### config.mk
export PLATFORM = sky130hd
export DESIGN_NAME = fir_ctrl
export DESIGN_NICKNAME = d
export VERILOG_FILES = /design/src/rtl/fir_ctrl.sv
export SDC_FILE = /design/constraint.sdc
export NUM_CORES = 1
export LEC_CHECK = 0
export CAP_MARGIN = 10
export CORE_MARGIN = 5
export CORE_UTILIZATION = 25
export CTS_CLUSTER_DIAMETER = 100
export DETAILED_ROUTE_END_ITERATION = 8
export DONT_BUFFER_PORTS = 1
export PLACE_DENSITY_LB_ADDON = 0.12
export SLEW_MARGIN = 30
export SYNTH_ARGS = -nofsm -noshare
export SYNTH_HDL_FRONTEND = slang
export SYNTH_SLANG_ARGS = --single-unit
### constraint.sdc
create_clock -name clk -period 3.7 [get_ports clk]
set_clock_uncertainty 0.15 [all_clocks]
set_input_delay 1.11 -clock clk [delete_from_list [all_inputs] [get_ports clk]]
set_output_delay 1.11 -clock clk [all_outputs]
set_load 0.02 [all_outputs]
### src/rtl/fir_ctrl.sv
// fir_ctrl: host-side sequencer for an NTAPS-tap FIR engine.
// Loads NTAPS coefficients, then NTAPS samples, then runs the engine for a
// host-specified number of compute cycles. Every output is registered.
module fir_ctrl #(
  parameter int NTAPS = 16,
  parameter int W     = 16
) (
  input  logic         clk,
  input  logic         rstb,
  input  logic         s_valid,
  output logic         s_ready,
  input  logic [1:0]   s_cmd,
  input  logic [W-1:0] s_data,
  input  logic         abort,
  output logic         fir_wind,
  output logic         fir_load,
  output logic         fir_in_valid,
  output logic [W-1:0] fir_data,
  output logic         done,
  output logic         err
);

  localparam int CW = $clog2(NTAPS + 1);
  localparam logic [CW-1:0] FULL = CW'(NTAPS);

  typedef enum logic {
    IDLE = 1'b0,
    RUN  = 1'b1
  } state_t;

  localparam logic [1:0] CMD_COEF = 2'b00;
  localparam logic [1:0] CMD_SAMP = 2'b01;
  localparam logic [1:0] CMD_RUN  = 2'b10;

  state_t        state_q, state_d;
  logic [CW-1:0] coef_cnt, coef_cnt_d;
  logic [CW-1:0] samp_cnt, samp_cnt_d;
  // Compute cycles still to follow the current fir_in_valid cycle.
  logic [W-1:0]  run_cnt, run_cnt_d;
  logic          s_ready_d, fir_wind_d, fir_load_d, fir_in_valid_d;
  logic          done_d, err_d;
  logic [W-1:0]  fir_data_d;
  logic          accept;

  assign accept = s_valid && s_ready;

  // Next-state and next-output decode.
  always_comb begin
    // NOTE: every signal gets a default before any branch, so no path leaves
    // a value unassigned and no latch is inferred.
    state_d        = state_q;
    coef_cnt_d     = coef_cnt;
    samp_cnt_d     = samp_cnt;
    run_cnt_d      = run_cnt;
    fir_data_d     = fir_data;
    fir_wind_d     = 1'b0;
    fir_load_d     = 1'b0;
    fir_in_valid_d = 1'b0;
    done_d         = 1'b0;
    err_d          = 1'b0;

    if (abort) begin
      // Abort wins over everything, including a same-cycle handshake.
      state_d    = IDLE;
      coef_cnt_d = '0;
      samp_cnt_d = '0;
      run_cnt_d  = '0;
    end else begin
      unique case (state_q)
        IDLE: begin
          if (accept) begin
            unique case (s_cmd)
              CMD_COEF: begin
                if (coef_cnt < FULL && samp_cnt == '0) begin
                  fir_wind_d = 1'b1;
                  fir_data_d = s_data;
                  coef_cnt_d = coef_cnt + CW'(1);
                end else begin
                  err_d = 1'b1;
                end
              end
              CMD_SAMP: begin
                if (coef_cnt == FULL && samp_cnt < FULL) begin
                  fir_load_d = 1'b1;
                  fir_data_d = s_data;
                  samp_cnt_d = samp_cnt + CW'(1);
                end else begin
                  err_d = 1'b1;
                end
              end
              CMD_RUN: begin
                if (coef_cnt == FULL && samp_cnt == FULL) begin
                  if (s_data == '0) begin
                    // Zero-length run: report completion without computing.
                    done_d     = 1'b1;
                    samp_cnt_d = '0;
                  end else begin
                    state_d        = RUN;
                    fir_in_valid_d = 1'b1;
                    run_cnt_d      = s_data - W'(1);
                  end
                end else begin
                  err_d = 1'b1;
                end
              end
              default: err_d = 1'b1;
            endcase
          end
        end
        RUN: begin
          if (run_cnt != '0) begin
            fir_in_valid_d = 1'b1;
            run_cnt_d      = run_cnt - W'(1);
          end else begin
            // Coefficients are kept so the next sample set can reuse them.
            done_d     = 1'b1;
            samp_cnt_d = '0;
            state_d    = IDLE;
          end
        end
        default: state_d = IDLE;
      endcase
    end

    s_ready_d = (state_d == IDLE);
  end

  // State, counters and registered outputs.
  always_ff @(posedge clk or negedge rstb) begin
    if (!rstb) begin
      state_q      <= IDLE;
      coef_cnt     <= '0;
      samp_cnt     <= '0;
      run_cnt      <= '0;
      s_ready      <= 1'b0;
      fir_wind     <= 1'b0;
      fir_load     <= 1'b0;
      fir_in_valid <= 1'b0;
      fir_data     <= '0;
      done         <= 1'b0;
      err          <= 1'b0;
    end else begin
      // NOTE: non-blocking assignments here so every register samples the
      // pre-edge values, independent of statement order.
      state_q      <= state_d;
      coef_cnt     <= coef_cnt_d;
      samp_cnt     <= samp_cnt_d;
      run_cnt      <= run_cnt_d;
      s_ready      <= s_ready_d;
      fir_wind     <= fir_wind_d;
      fir_load     <= fir_load_d;
      fir_in_valid <= fir_in_valid_d;
      fir_data     <= fir_data_d;
      done         <= done_d;
      err          <= err_d;
    end
  end

endmodule

==> results.toml <==
[finish]
fillers = 1198
drive_above_1_share = 0.150
diodes = 0
syn_to_final_growth_pct = 11.6
nets = 326

[timing]
setup_viol = 0
tns_ns = 0
rsz0062_at_grt = "false"
hold_viol_final = 0
finalWorstPathRequiredPeriod_ns = 2.94
worst_slack_ns = 0.764
post-route-period-util = 0.794
tightest_slew_ns = 0.852
clock.fmax_ghz = 0.341
slew_viol_final = 0
slew-limit-headroom = 0.428

[synthesis]
synth-seq-cells = 48
synth_nets = 322
yosys.cell_types.count = 63
seq_area_frac_synth = 0.416
synth_largest_area_cell = "dfrtp_1"
yosys_warnings = 0
ys_async_sr_fraction = 1.00
synth_flop_cell = "dfrtp_1"
yosys-top-cells-area = "dfrtp_1, mux2_4, nand2_1"
synth_area_per_cell_sq_um = 9.78
yosysTopAreaCellShare = 0.416
synth_edf_count = 0
syn_area_sq_um = 2890
syn_inst = 295

[worst_setup_path]
crit_arrival_ns = 2.98
critPathMaxFanout = 16
reg2regPathDepth = 7
crit_path_start_kind = "input pin"
end_kind = "flop"
critPathRequiredTime_ns = 3.74
r2r_end = "run_cnt[12]$_DFFE_PN0P_"
r2r_setup_slack_ns = 0.92
setup.worst_path.class = "in2reg"
r2r-start = "state_q$_DFF_PN0_"

[clocking]
cts_buffers = 5
root_buffer = "clkbuf_16"
cts_buffer_depth = 2
cts_setup_buffers = 0
cts-hold-fix-buffers = 0
clk_latency_ns = 0.29
post_cts_resized = 0
ctsHtreeMaxLevel = 2
cts.sinks = 48
cts_tree = "done"
clk_pin_slew_ns = 0.07

[die]
die_h_um = 117
die-width_um = 117
die_area_sq_um = 13800
start_util = 0.254
core_area_sq_um = 11400
rows = 39
io-pin-count = 44

[grt]
met1_usage = 0.151
grt_pass1_vias = 2257
met2_usage = 0.196
grt_max_degree = 49
antenna_found_initial = 0
globalRoute.busiestLayer = "met2"
track_usage = 0.116
grt-ovfl-total = 0
grt_pass1_wl_um = 13100
met3_usage = 0.0279

[power]
power_density_nw_per_um2 = 467
p_comb_frac = 0.158
swShare = 0.305
p_int_mw = 1.05
total_leakage_power_nw = 1.32
power_frac_clock = 0.349
switching_power_mw = 0.459
irDropWorstVdd_mv = 0.189
pwr-share-seq = 0.492
total_power_mw = 1.51

[placement]
io_buffers = 0
gp_congestion = 0.772
pre_cts_ws_ns = 0.472
dp_hpwl_um = 5640

[routing]
vias = 2241
ant_nets = 0
wl_um = 8010
drc = 0
wl_per_cell_um = 18.1
vias_per_cell = 5.06
drt_iter0_drc = 78
drt_first_pass_iters = 4

[run]
drv_cap = 0

[worst_hold_path]
hold_class = "in2async"

[outcome]
status = "completed"
## through the flow
stage | instance area (sq um) | cells | hold WS (ns) | util
floorplan | 2890 | 295 | 0.328 | -
global placement | 3060 | 435 | 0.363 | 0.269
detailed placement | 3060 | 435 | 0.372 | 0.269
CTS | 3220 | 443 | 0.349 | 0.283
global route | 3220 | 443 | 0.345 | 0.283
finish | 3220 | 443 | 0.362 | 0.283
## Yosys cell counts, types with 8 or more instances
library cell / instances
dfrtp_1: 48
nand2_1: 30
nor2_1: 18
o21ai_0: 17
nor3_1: 16
a21oi_1: 13
mux2_4: 10
nand3_1: 10
nor4_1: 10
inv_1: 9
mux2_2: 8
xnor2_1: 8
## area by class of cell
| class | count | area (sq um) | area share |
|---|---|---|---|
| timing repair buffer | 6 | 57.6 | 0.0179 |
| clock inverter | 2 | 35.0 | 0.0109 |
| tap | 143 | 179 | 0.0556 |
| clock buffer | 6 | 129 | 0.0400 |
| sequential | 48 | 1200 | 0.373 |
| inverter | 11 | 41.3 | 0.0128 |
| multi-input combinational | 227 | 1580 | 0.490 |
## cell usage in the layout (no fill, tap or decap), types with 3 or more instances in the layout
master,instances
xor2_1,7
ha_1,5
nor4_1,10
nand4_1,3
mux2_2,8
a31oi_1,4
o21ai_1,4
o31ai_1,5
buf_4,5
nor3b_1,6
o21ai_0,17
mux2i_1,5
clkbuf_16,5
inv_1,9
a21oi_1,13
nand3_1,10
nor2_1,18
o211ai_1,4
a211oi_1,3
nor3_1,16
nand2_1,30
nor2b_1,5
xnor2_1,8
dfrtp_1,48
mux2_4,10
## state kept, by name, summed over array words and instances (netlist names)
name      flops
run_cnt      16
err           1
s_ready       1
fir_wind      1
fir_data     16
state_q       1
coef_cnt      5
done          1
fir_load      1
samp_cnt      5
## layer usage
metal,share of wire,wire length [um],up-vias
met2,0.49,3890,31
met5,0,0,-
met3,0.044,349,5
met4,0.0089,71,0
li1,-,-,1090
met1,0.46,3700,1115
## cells by family (layout without fill, tap and decap cells)
family / after synthesis / count (layout) / share of synthesized area
AND/OR/NAND/NOR: 115 / 115 / 0.221
multiplexers: 23 / 23 / 0.101
buffers and inverters: 20 / 25 / 0.0369
adder cells (fa/ha/maj): 5 / 5 / 0.0217
AO/OA/AOI/OAI: 69 / 69 / 0.158
flip-flops: 48 / 48 / 0.416
XOR/XNOR: 15 / 15 / 0.0455
## power groups by stage
stage / clock [mW] / sequential (mW) / combinational (mW)
floorplan: 0 / 0.725 / 0.201
global placement: 0 / 0.754 / 0.236
detailed placement: 0 / 0.753 / 0.238
CTS: 0.544 / 0.743 / 0.240
global route: 0.564 / 0.753 / 0.265
finish: 0.526 / 0.741 / 0.238
## worst max-delay path by stage
stage | from | to | slack (ns) | depth (start not counted)
floorplan | state_q$_DFF_PN0_ | run_cnt[12]$_DFFE_PN0P_ | 0.58 | 11
global placement | s_cmd[0] | run_cnt[12]$_DFFE_PN0P_ | 0.53 | 6
detailed placement | s_cmd[0] | run_cnt[12]$_DFFE_PN0P_ | 0.47 | 6
CTS | s_cmd[0] | run_cnt[12]$_DFFE_PN0P_ | 0.77 | 6
global route | s_cmd[0] | run_cnt[12]$_DFFE_PN0P_ | 0.59 | 6
finish | s_cmd[0] | run_cnt[12]$_DFFE_PN0P_ | 0.76 | 6
## critical path, stage by stage
cell and delay [ns]:
or4b_4 0.50, nor4_4 0.32, o21ai_2 0.14, a21oi_4 0.45, nand2_1 0.17, o311ai_1 0.28
(Power assumes the default switching activity.)
